<file path="config.mk">
export PLATFORM = sky130hd
export DESIGN_NAME = woodpecker_inputs
export DESIGN_NICKNAME = d
export VERILOG_FILES = /design/src/rtl/woodpecker_inputs.sv
export SDC_FILE = /design/constraint.sdc
export NUM_CORES = 1
export LEC_CHECK = 0
export BUFFER_PORTS_ARGS = -buffer_cell sky130_fd_sc_hd__buf_2
export CAP_MARGIN = 20
export CORE_MARGIN = 2
export CORE_UTILIZATION = 52
export CTS_CLUSTER_DIAMETER = 50
export DETAILED_ROUTE_END_ITERATION = 10
export HOLD_SLACK_MARGIN = 0.15
export PLACE_DENSITY = 0.85
export SLEW_MARGIN = 0
export SYNTH_ARGS = -nofsm -noshare
export SYNTH_HDL_FRONTEND = slang
export SYNTH_SLANG_ARGS = --single-unit
</file>
<file path="constraint.sdc">
create_clock -name CLK -period 2.7 [get_ports CLK]
set_input_delay 0.135 -clock CLK [delete_from_list [all_inputs] [get_ports CLK]]
set_output_delay 0.135 -clock CLK [all_outputs]
set_load 0.1 [all_outputs]
</file>
<file path="src/rtl/woodpecker_inputs.sv">
// Woodpecker control-input front end: PS/2 key and joystick decode, Horz direction remap,
// coin pulse generation with lockout, and the active-low in0/in1 ports for the pacman core.
module woodpecker_inputs #(
  parameter int unsigned COIN_LEN = 32'd600000,
  parameter int unsigned COIN_GAP = 32'd600000,
  parameter int unsigned CW       = 32'd20
) (
  input  logic        CLK,
  input  logic        RESET,
  input  logic        ENA_6,
  input  logic [10:0] ps2_key,
  input  logic [15:0] joystick_0,
  input  logic [15:0] joystick_1,
  input  logic        rotate,
  output logic [7:0]  in0,
  output logic [7:0]  in1
);

  localparam logic [CW-1:0] LEN_LD   = CW'(COIN_LEN - 32'd1);
  localparam logic [CW-1:0] GAP_LD   = CW'(COIN_GAP - 32'd1);
  localparam logic [CW-1:0] CNT_ZERO = {CW{1'b0}};
  localparam logic [CW-1:0] CNT_ONE  = {{(CW-1){1'b0}}, 1'b1};

  localparam int unsigned K_UP1    = 32'd0;
  localparam int unsigned K_DOWN1  = 32'd1;
  localparam int unsigned K_LEFT1  = 32'd2;
  localparam int unsigned K_RIGHT1 = 32'd3;
  localparam int unsigned K_FIRE1  = 32'd4;
  localparam int unsigned K_START1 = 32'd5;
  localparam int unsigned K_START2 = 32'd6;
  localparam int unsigned K_SKIP1  = 32'd7;
  localparam int unsigned K_COIN1  = 32'd8;
  localparam int unsigned K_COIN2  = 32'd9;
  localparam int unsigned K_UP2    = 32'd10;
  localparam int unsigned K_DOWN2  = 32'd11;
  localparam int unsigned K_LEFT2  = 32'd12;
  localparam int unsigned K_RIGHT2 = 32'd13;
  localparam int unsigned K_FIRE2  = 32'd14;
  localparam int unsigned K_SKIP2  = 32'd15;

  typedef enum logic [1:0] {
    C_IDLE  = 2'd0,
    C_PULSE = 2'd1,
    C_GAP   = 2'd2
  } coin_state_t;

  logic        tog_prev_r;
  logic        primed_r;
  logic        key_evt_s;
  logic [15:0] keys_r;
  logic [15:0] keys_nxt_s;
  logic [7:0]  joy0_r;
  logic [7:0]  joy1_r;
  logic        rot_r;

  logic u1_s, d1_s, l1_s, r1_s, u2_s, d2_s, l2_s, r2_s;
  logic up1_s, down1_s, left1_s, right1_s, up2_s, down2_s, left2_s, right2_s;
  logic fire1_s, fire2_s, start1_s, start2_s, skip1_s, skip2_s;
  logic [1:0] coin_req_s;
  logic [1:0] coin_s;
  logic       unused_s;

  // The first cycle after reset only primes tog_prev, so a stale toggle is never taken as an event.
  assign key_evt_s = primed_r & (ps2_key[10] ^ tog_prev_r);

  // Key decode: arrows match with or without the E0 prefix, every other key only without it.
  always_comb begin
    keys_nxt_s = keys_r;
    if (key_evt_s) begin
      case (ps2_key[8:0])
        9'h075, 9'h175: keys_nxt_s[K_UP1]    = ps2_key[9];
        9'h072, 9'h172: keys_nxt_s[K_DOWN1]  = ps2_key[9];
        9'h06B, 9'h16B: keys_nxt_s[K_LEFT1]  = ps2_key[9];
        9'h074, 9'h174: keys_nxt_s[K_RIGHT1] = ps2_key[9];
        9'h029, 9'h014: keys_nxt_s[K_FIRE1]  = ps2_key[9];
        9'h005, 9'h016: keys_nxt_s[K_START1] = ps2_key[9];
        9'h006, 9'h01E: keys_nxt_s[K_START2] = ps2_key[9];
        9'h003:         keys_nxt_s[K_SKIP1]  = ps2_key[9];
        9'h02E:         keys_nxt_s[K_COIN1]  = ps2_key[9];
        9'h036:         keys_nxt_s[K_COIN2]  = ps2_key[9];
        9'h02D:         keys_nxt_s[K_UP2]    = ps2_key[9];
        9'h02B:         keys_nxt_s[K_DOWN2]  = ps2_key[9];
        9'h023:         keys_nxt_s[K_LEFT2]  = ps2_key[9];
        9'h034:         keys_nxt_s[K_RIGHT2] = ps2_key[9];
        9'h01C:         keys_nxt_s[K_FIRE2]  = ps2_key[9];
        9'h01B:         keys_nxt_s[K_SKIP2]  = ps2_key[9];
        default:        keys_nxt_s = keys_r;
      endcase
    end else begin
      keys_nxt_s = keys_r;
    end
  end

  // Key flags, toggle tracking and the joystick/rotate sample that lines up with the key path.
  always_ff @(posedge CLK or posedge RESET) begin
    if (RESET) begin
      tog_prev_r <= 1'b0;
      primed_r   <= 1'b0;
      keys_r     <= 16'h0000;
      joy0_r     <= 8'h00;
      joy1_r     <= 8'h00;
      rot_r      <= 1'b0;
    end else begin
      tog_prev_r <= ps2_key[10];
      primed_r   <= 1'b1;
      keys_r     <= keys_nxt_s;
      joy0_r     <= joystick_0[7:0];
      joy1_r     <= joystick_1[7:0];
      rot_r      <= rotate;
    end
  end

  assign r1_s = keys_r[K_RIGHT1] | joy0_r[0];
  assign l1_s = keys_r[K_LEFT1]  | joy0_r[1];
  assign d1_s = keys_r[K_DOWN1]  | joy0_r[2];
  assign u1_s = keys_r[K_UP1]    | joy0_r[3];
  assign r2_s = keys_r[K_RIGHT2] | joy1_r[0];
  assign l2_s = keys_r[K_LEFT2]  | joy1_r[1];
  assign d2_s = keys_r[K_DOWN2]  | joy1_r[2];
  assign u2_s = keys_r[K_UP2]    | joy1_r[3];

  // Horz orientation turns the panel a quarter turn: each direction takes its neighbour's input.
  assign up1_s    = rot_r ? l1_s : u1_s;
  assign down1_s  = rot_r ? r1_s : d1_s;
  assign left1_s  = rot_r ? d1_s : l1_s;
  assign right1_s = rot_r ? u1_s : r1_s;
  assign up2_s    = rot_r ? l2_s : u2_s;
  assign down2_s  = rot_r ? r2_s : d2_s;
  assign left2_s  = rot_r ? d2_s : l2_s;
  assign right2_s = rot_r ? u2_s : r2_s;

  assign fire1_s  = keys_r[K_FIRE1]  | joy0_r[4];
  assign fire2_s  = keys_r[K_FIRE2]  | joy1_r[4];
  assign start1_s = keys_r[K_START1] | joy0_r[5] | joy1_r[5];
  assign start2_s = keys_r[K_START2] | joy0_r[6] | joy1_r[6];
  assign skip1_s  = keys_r[K_SKIP1]  | joy0_r[7];
  assign skip2_s  = keys_r[K_SKIP2]  | joy1_r[7];

  assign unused_s = &{1'b0, joystick_0[15:9], joystick_1[15:9], skip2_s};

  assign coin_req_s = {keys_r[K_COIN2] | joystick_1[8], keys_r[K_COIN1] | joystick_0[8]};

  for (genvar ch = 0; ch < 2; ch++) begin : g_coin
    coin_state_t   state_r;
    coin_state_t   state_nxt_s;
    logic [CW-1:0] cnt_r;
    logic [CW-1:0] cnt_nxt_s;
    logic          req_prev_r;

    // Coin pulse FSM: edges arriving during PULSE or GAP are dropped, not queued.
    always_comb begin
      state_nxt_s = state_r;
      cnt_nxt_s   = cnt_r;
      case (state_r)
        C_IDLE: begin
          if (coin_req_s[ch] && !req_prev_r) begin
            state_nxt_s = C_PULSE;
            cnt_nxt_s   = LEN_LD;
          end else begin
            state_nxt_s = C_IDLE;
            cnt_nxt_s   = cnt_r;
          end
        end
        C_PULSE: begin
          if (ENA_6 && (cnt_r == CNT_ZERO)) begin
            state_nxt_s = C_GAP;
            cnt_nxt_s   = GAP_LD;
          end else if (ENA_6) begin
            state_nxt_s = C_PULSE;
            cnt_nxt_s   = cnt_r - CNT_ONE;
          end else begin
            state_nxt_s = C_PULSE;
            cnt_nxt_s   = cnt_r;
          end
        end
        C_GAP: begin
          if (ENA_6 && (cnt_r == CNT_ZERO)) begin
            state_nxt_s = C_IDLE;
            cnt_nxt_s   = CNT_ZERO;
          end else if (ENA_6) begin
            state_nxt_s = C_GAP;
            cnt_nxt_s   = cnt_r - CNT_ONE;
          end else begin
            state_nxt_s = C_GAP;
            cnt_nxt_s   = cnt_r;
          end
        end
        default: begin
          state_nxt_s = C_IDLE;
          cnt_nxt_s   = CNT_ZERO;
        end
      endcase
    end

    // Coin FSM state, counter and request history.
    always_ff @(posedge CLK or posedge RESET) begin
      if (RESET) begin
        state_r    <= C_IDLE;
        cnt_r      <= CNT_ZERO;
        req_prev_r <= 1'b0;
      end else begin
        state_r    <= state_nxt_s;
        cnt_r      <= cnt_nxt_s;
        req_prev_r <= coin_req_s[ch];
      end
    end

    assign coin_s[ch] = (state_r == C_PULSE);
  end

  // Active-low output ports; reset forces every button released at once.
  always_ff @(posedge CLK or posedge RESET) begin
    if (RESET) begin
      in0 <= 8'hFF;
      in1 <= 8'hFF;
    end else begin
      in0 <= ~{1'b0, coin_s[1], coin_s[0], skip1_s, down1_s, right1_s, left1_s, up1_s};
      in1 <= ~{fire2_s, start2_s, start1_s, fire1_s, down2_s, right2_s, left2_s, up2_s};
    end
  end

endmodule
</file>
; ---- Yosys cells after proc, flatten, opt, wreduce, memory -nomap -nowiden
; Cells that the tools add are included.
; W data, S select, Z words.
[word_totals]
output_inout_bits = 16
register_bits = 95
elab_cells = 137
[classes]
muxes = 26
n_reduce_logical = 32
bitwise_logic = 21
n_addsub = 2
eq_ne = 28
[op_table]
columns = op, count
row1 = $mux W20, 8
row2 = $pmux W20 S3, 2
row3 = $eq A9 B6 Y1 const B, 7
row4 = $logic_not A20 Y1, 2
row5 = $sub A20 B1 Y20 const B, 2
row6 = $eq A9 B5 Y1 const B, 4
row7 = $eq A9 B7 Y1 const B, 4
row8 = $eq A9 B9 Y1 const B, 4
row9 = $reduce_and A2 Y1, 15
row10 = $eq A9 B3 Y1 const B, 2
row11 = $or A1 B1 Y1, 17
row12 = $reduce_or A2 Y1, 7
row13 = $pmux W2 S3, 2
row14 = $mux W1, 10
row15 = $eq A9 B2 Y1 const B, 1
row16 = $mux W2, 4
row17 = $not A7 Y8, 1
row18 = $not A8 Y8, 1
row19 = $eq A2 B1 Y1 const B, 2
row20 = $eq A2 B2 Y1 const B, 2
row21 = $logic_and A1 B1 Y1, 4
row22 = $logic_not A2 Y1, 2
row23 = $ne A2 B2 Y1 const B, 2
row24 = $logic_not A1 Y1, 2
row25 = 2 further kinds, 2

; ---- Longest topological paths before layout
[logic_depth]
depth_word = 4
ltp_mapped = 9
ltp_nobuf = 7

; ---- Worst setup path before layout
; No wires, ideal clock.
[synth_path]
path_kind = flip-flop to flip-flop
from = register g_coin[0].cnt_r[5]
to = register g_coin[0].cnt_r[17]
stages_incl_launch_ff = 7
slack_ps = 199
t_arrival_ps = 2375
path_buffers = 1
required_time_ps = 2574
cell_sequence = dfrtp_1 -> or4_4 -> or4_4 -> buf_6 -> or4_4 -> and3_1 -> a221o_1
[synth_between]
elab_chain_len = 4
word_cells_on_any_way = 7
cone_classes = 1 x add/sub / 4 x mux / 2 x reduce/logical
[synth_rtl]
columns = item, line_no
row1 = "start, declared", 146  ; logic [CW-1:0] cnt_r;
row2 = "start signal, assigned", 203  ; cnt_r <= cnt_nxt_s;
row3 = $sub A20 B1 Y20 or $logic_not A20 Y1 (tied branches), n/a
row4 = $mux W20 or $logic_and A1 B1 Y1 (tied branches), n/a
row5 = $mux W20 (on tied branches), "177, 165"
row6 = $pmux W20 S3 (*), 154  ; case (state_r)
; Mark *: on every way between the ends. The rest lies on a longest branch, timed or not.
; A chain may end at the register's enable or synchronous reset.

; ---- Worst setup path in the final report
[layout_path]
from = register g_coin[0].cnt_r[12]
to = register g_coin[0].cnt_r[8]
[layout_between]
elab_chain_len = 4
word_cells_on_any_way = 5
cone_classes = 3 x mux / 2 x reduce/logical
[layout_rtl]
columns = item, line_no
row1 = $logic_not A20 Y1 (*), "165, 177"
row2 = $logic_and A1 B1 Y1 (*), "165, 177"
row3 = $mux W20 (on tied branches), "177, 165"
row4 = $pmux W20 S3 (*), 154
; Marks and branches as above.

==> qor.csv <==
stage,metric,value,unit
synthesis,ys_types,64,
worst_setup_path,rr_startpoint,g_coin[0].cnt_r[12]$_DFFE_PP0P_,
clocking,clk_latency,0.38,ns
worst_setup_path,arrival,2.84,ns
global_route,first_global_vias,4036,
worst_setup_path,crit_chain,"or4_1, or4_1, o311ai_4, nand2_1, a31o_2",
clocking,cts-htree-levels,3,
floorplan,initial_utilization,53.8,%
worst_setup_path,max_stage_delay,0.64,ns
worst_setup_path,ff2ff_setup_slack,0.13,ns
detailed_routing,ant_nets,0,
place,hpwl,7710,um
floorplan,die-area,9850,um2
global_route,antenna_found_initial,0,
floorplan,num_io_pins,63,
global_route,grt_pass1_wl,19100,um
clocking,path_clk_slew,0.10,ns
timing,rsz0062_at_grt,false,
clocking,cts_buffers,9,
synthesis,synth_edf_count,0,
place,pre_cts_ws,0.135,ns
synthesis,synth_most_common_cell,dfrtp_1,
detailed_routing,top_layer_used,met4,
detailed_routing,wl_met2,5490,um
timing,fin_skew,0.0182,ns
detailed_routing,first_pass_iters,8,
synthesis,yosys-top-cells-area,"dfrtp_1 42%, dfstp_2 8.4%, mux2_2 6.0%",
place,port_buffers,46,
global_route,grt_overflow,0,
clocking,post_cts_buffers,0,
cells_and_area,antennaDiodeCount,0,
cells_and_area,drive_gt1_share,23.5,%
clocking,cts_sinks,94,
cells_and_area,nNetsFinal,598,
clocking,cts_root_buffer,clkbuf_8,
worst_setup_path,worstPathRequired,2.97,ns
floorplan,fp-row-count,34,
clocking,clockBufferDepth,2,
detailed_routing,wire_per_inst,17.2,um
worst_setup_path,r2r-end,g_coin[0].cnt_r[8]$_DFFE_PP0P_,
status,outcome,finished clean,
place,place_inst,626,
timing,final.period_utilization,95.2,%
worst_setup_path,critPathMaxFanout,6,
timing,worst_pin_slew,0.717,ns
detailed_routing,routed_wl,11400,um
synthesis,syn_area_per_cell,9.82,um2
synthesis,synthCells,480,
power_and_ir_drop,power_per_cell_area,622,nW/um2
worst_setup_path,slowest_stage,or4_1,
floorplan,core,8760,um2
timing,hold_viol,0,
timing,setup_tns,0,ns
power_and_ir_drop,ir_drop,0.491,mV
timing,slew_violations,0,
cells_and_area,areaGrowthSynthToFinish,16.5,%
floorplan,die_w,99.2,um
detailed_routing,dr_wl_met3,861,um
worst_setup_path,start_kind,flip-flop,
worst_hold_path,hold_path.class,input pin to flip-flop,
worst_hold_path,whs_path_depth,3,
worst_setup_path,cpMostUsedCell,or4_1,
synthesis,yosys_warnings,0,
synthesis,netlist.area_leader.share,41.9,%
synthesis,async_reset_ff_share,100,%
synthesis,synth.cell_area,4720,um2
detailed_routing,drc,0,
detailed_routing,drt-met1-wl,4730,um
synthesis,seq_area_frac_synth,50.3,%
worst_setup_path,critical_path.startpoint,g_coin[0].cnt_r[12]$_DFFE_PP0P_,
global_route,track_usage,24.0,%
synthesis,synth_seq_cells,94,
detailed_routing,vias_per_cell,6.22,
timing,setup_viol,0,
timing,setup_slack,0.131,ns
cells_and_area,fill_cells,667,
detailed_routing,vias,4115,
timing,max_freq,389,MHz
worst_setup_path,critPathKind,flip-flop to flip-flop,
timing,slew_headroom,51.8,%
floorplan,die_h,99.2,um
worst_setup_path,rr_worst_depth,5,
clocking,cts_tree,yes,
global_route,grt_start_max_net_pins,57,
place,place_congestion,0.907,
worst_hold_path,hold-path-endpoint,g_coin[0].cnt_r[0]$_DFFE_PP0P_,
synthesis,synth_top_area_cell,dfrtp_1,
worst_setup_path,crit_path_end_kind,flip-flop,
power_and_ir_drop,leakage,0.00228,uW
timing,post-route-min-period,2.57,ns
cells_and_area,fin_cells,662,
detailed_routing,drt_first_iter_violations,312,
synthesis,synthTopCellsByCount,"79 x dfrtp_1, 57 x nor2_1, 38 x nand2_1",
synthesis,synthFlopType,dfrtp_1,
flow_run,max_cap_viol_count,0,
worst_hold_path,min-delay-start,ENA_6,
[where the power goes]
group | switching (uW) | total [uW] | internal, uW
logic | 470 | 764 | 294
clock network | 529 | 879 | 350
registers | 199 | 1780 | 1580
[worst max path at each step]
stage | endpoint | slack [ns] | cells past startpoint
floorplan | g_coin[0].cnt_r[0]$_DFFE_PP0P_ | 0.14 | 1
global placement | g_coin[0].cnt_r[8]$_DFFE_PP0P_ | 0.20 | 5
detailed placement | g_coin[0].cnt_r[8]$_DFFE_PP0P_ | 0.14 | 5
CTS | g_coin[0].cnt_r[8]$_DFFE_PP0P_ | 0.11 | 5
global route | g_coin[0].cnt_r[3]$_DFFE_PP0P_ | 0.01 | 5
finish | g_coin[0].cnt_r[8]$_DFFE_PP0P_ | 0.13 | 5
[per-stage QoR]
| stage | area (um2) | power [uW] | util (%) | hold slack [ns] |
|---|---|---|---|---|
| after detailed placement | 5100 | 2520 | 58.2 | 0.245 |
| after floorplan | 4720 | 2330 | - | 0.166 |
| final | 5500 | 3420 | 62.7 | 0.221 |
| after CTS | 5480 | 3410 | 62.5 | 0.186 |
| after global routing | 5500 | 3600 | 62.7 | 0.205 |
| after global placement | 5100 | 2480 | 58.2 | 0.238 |
[routing by layer]
layer  GRT usage, %  vias up
li1               -     1912
met4           10.7        0
met5              0        -
met3           5.41       30
met2           38.1      196
met1           31.8     1977
[cells by family (layout without fill, tap and decap cells)]
| kind of cell | after synthesis | count (layout) | synth area share [%] |
|---|---|---|---|
| AO/OA/AOI/OAI | 105 | 105 | 15.2 |
| XOR/XNOR | 9 | 9 | 1.67 |
| adder cells (fa/ha/maj) | 6 | 6 | 1.38 |
| buffers and inverters | 34 | 107 | 2.95 |
| flip-flops | 94 | 94 | 50.3 |
| multiplexers | 27 | 27 | 6.39 |
| other | 1 | 2 | 0.0795 |
| AND/OR/NAND/NOR | 204 | 204 | 22.0 |
[timing repair]
item                                   4_1_cts  5_1_grt
endpoints found under the hold margin       51        0
gates resized for setup                      0        2
hold buffers                                20        0
setup endpoints to repair                    0        2
[registers in the layout, summed over array words and instances (netlist names)]
register           count
rot_r                  1
in0                    7
tog_prev_r             1
in1                    8
g_coin.state_r         4
joy0_r                 8
g_coin.req_prev_r      2
joy1_r                 7
keys_r                15
g_coin.cnt_r          40
primed_r               1
[worst max-delay path: cells and delay by family, from the launching register on]
| family | cells | cell delay, ns |
|---|---|---|
| simple gates | 3 | 1.36 |
| compound gates | 2 | 0.68 |
| flops | 1 | 0.44 |
[area by class of cell]
class | count | area, um2 | area share (%)
clock inverter | 6 | 52.6 | 0.956
multi-input combinational | 353 | 2230 | 40.5
inverter | 13 | 50.0 | 0.911
sequential | 94 | 2370 | 43.1
tap | 108 | 135 | 2.46
clock buffer | 10 | 128 | 2.32
timing repair buffer | 78 | 533 | 9.70
[placed cells by master, fill, tap and decap left out, types with 3 or more instances in the layout]
cell,count
a211oi_1,5
a21oi_1,19
a221oi_1,3
a311oi_1,3
a31oi_1,5
a41oi_1,3
and2_1,4
and3_1,5
buf_2,46
buf_4,11
clkbuf_8,9
dfrtp_1,79
dfstp_2,15
dlygate4sd3_1,20
inv_1,12
maj3_1,4
mux2_2,25
nand2_1,38
nand2b_1,5
nand3_1,14
nand3b_1,5
nand4_1,3
nor2_1,57
nor2b_1,4
nor3_1,24
nor4_1,16
o21a_1,3
o21ai_0,25
o22ai_1,5
o31ai_1,7
or2_2,6
or3_1,8
or4_1,3
or4_4,3
xnor2_1,7
Note: power is estimated with default switching activity, not from simulation.
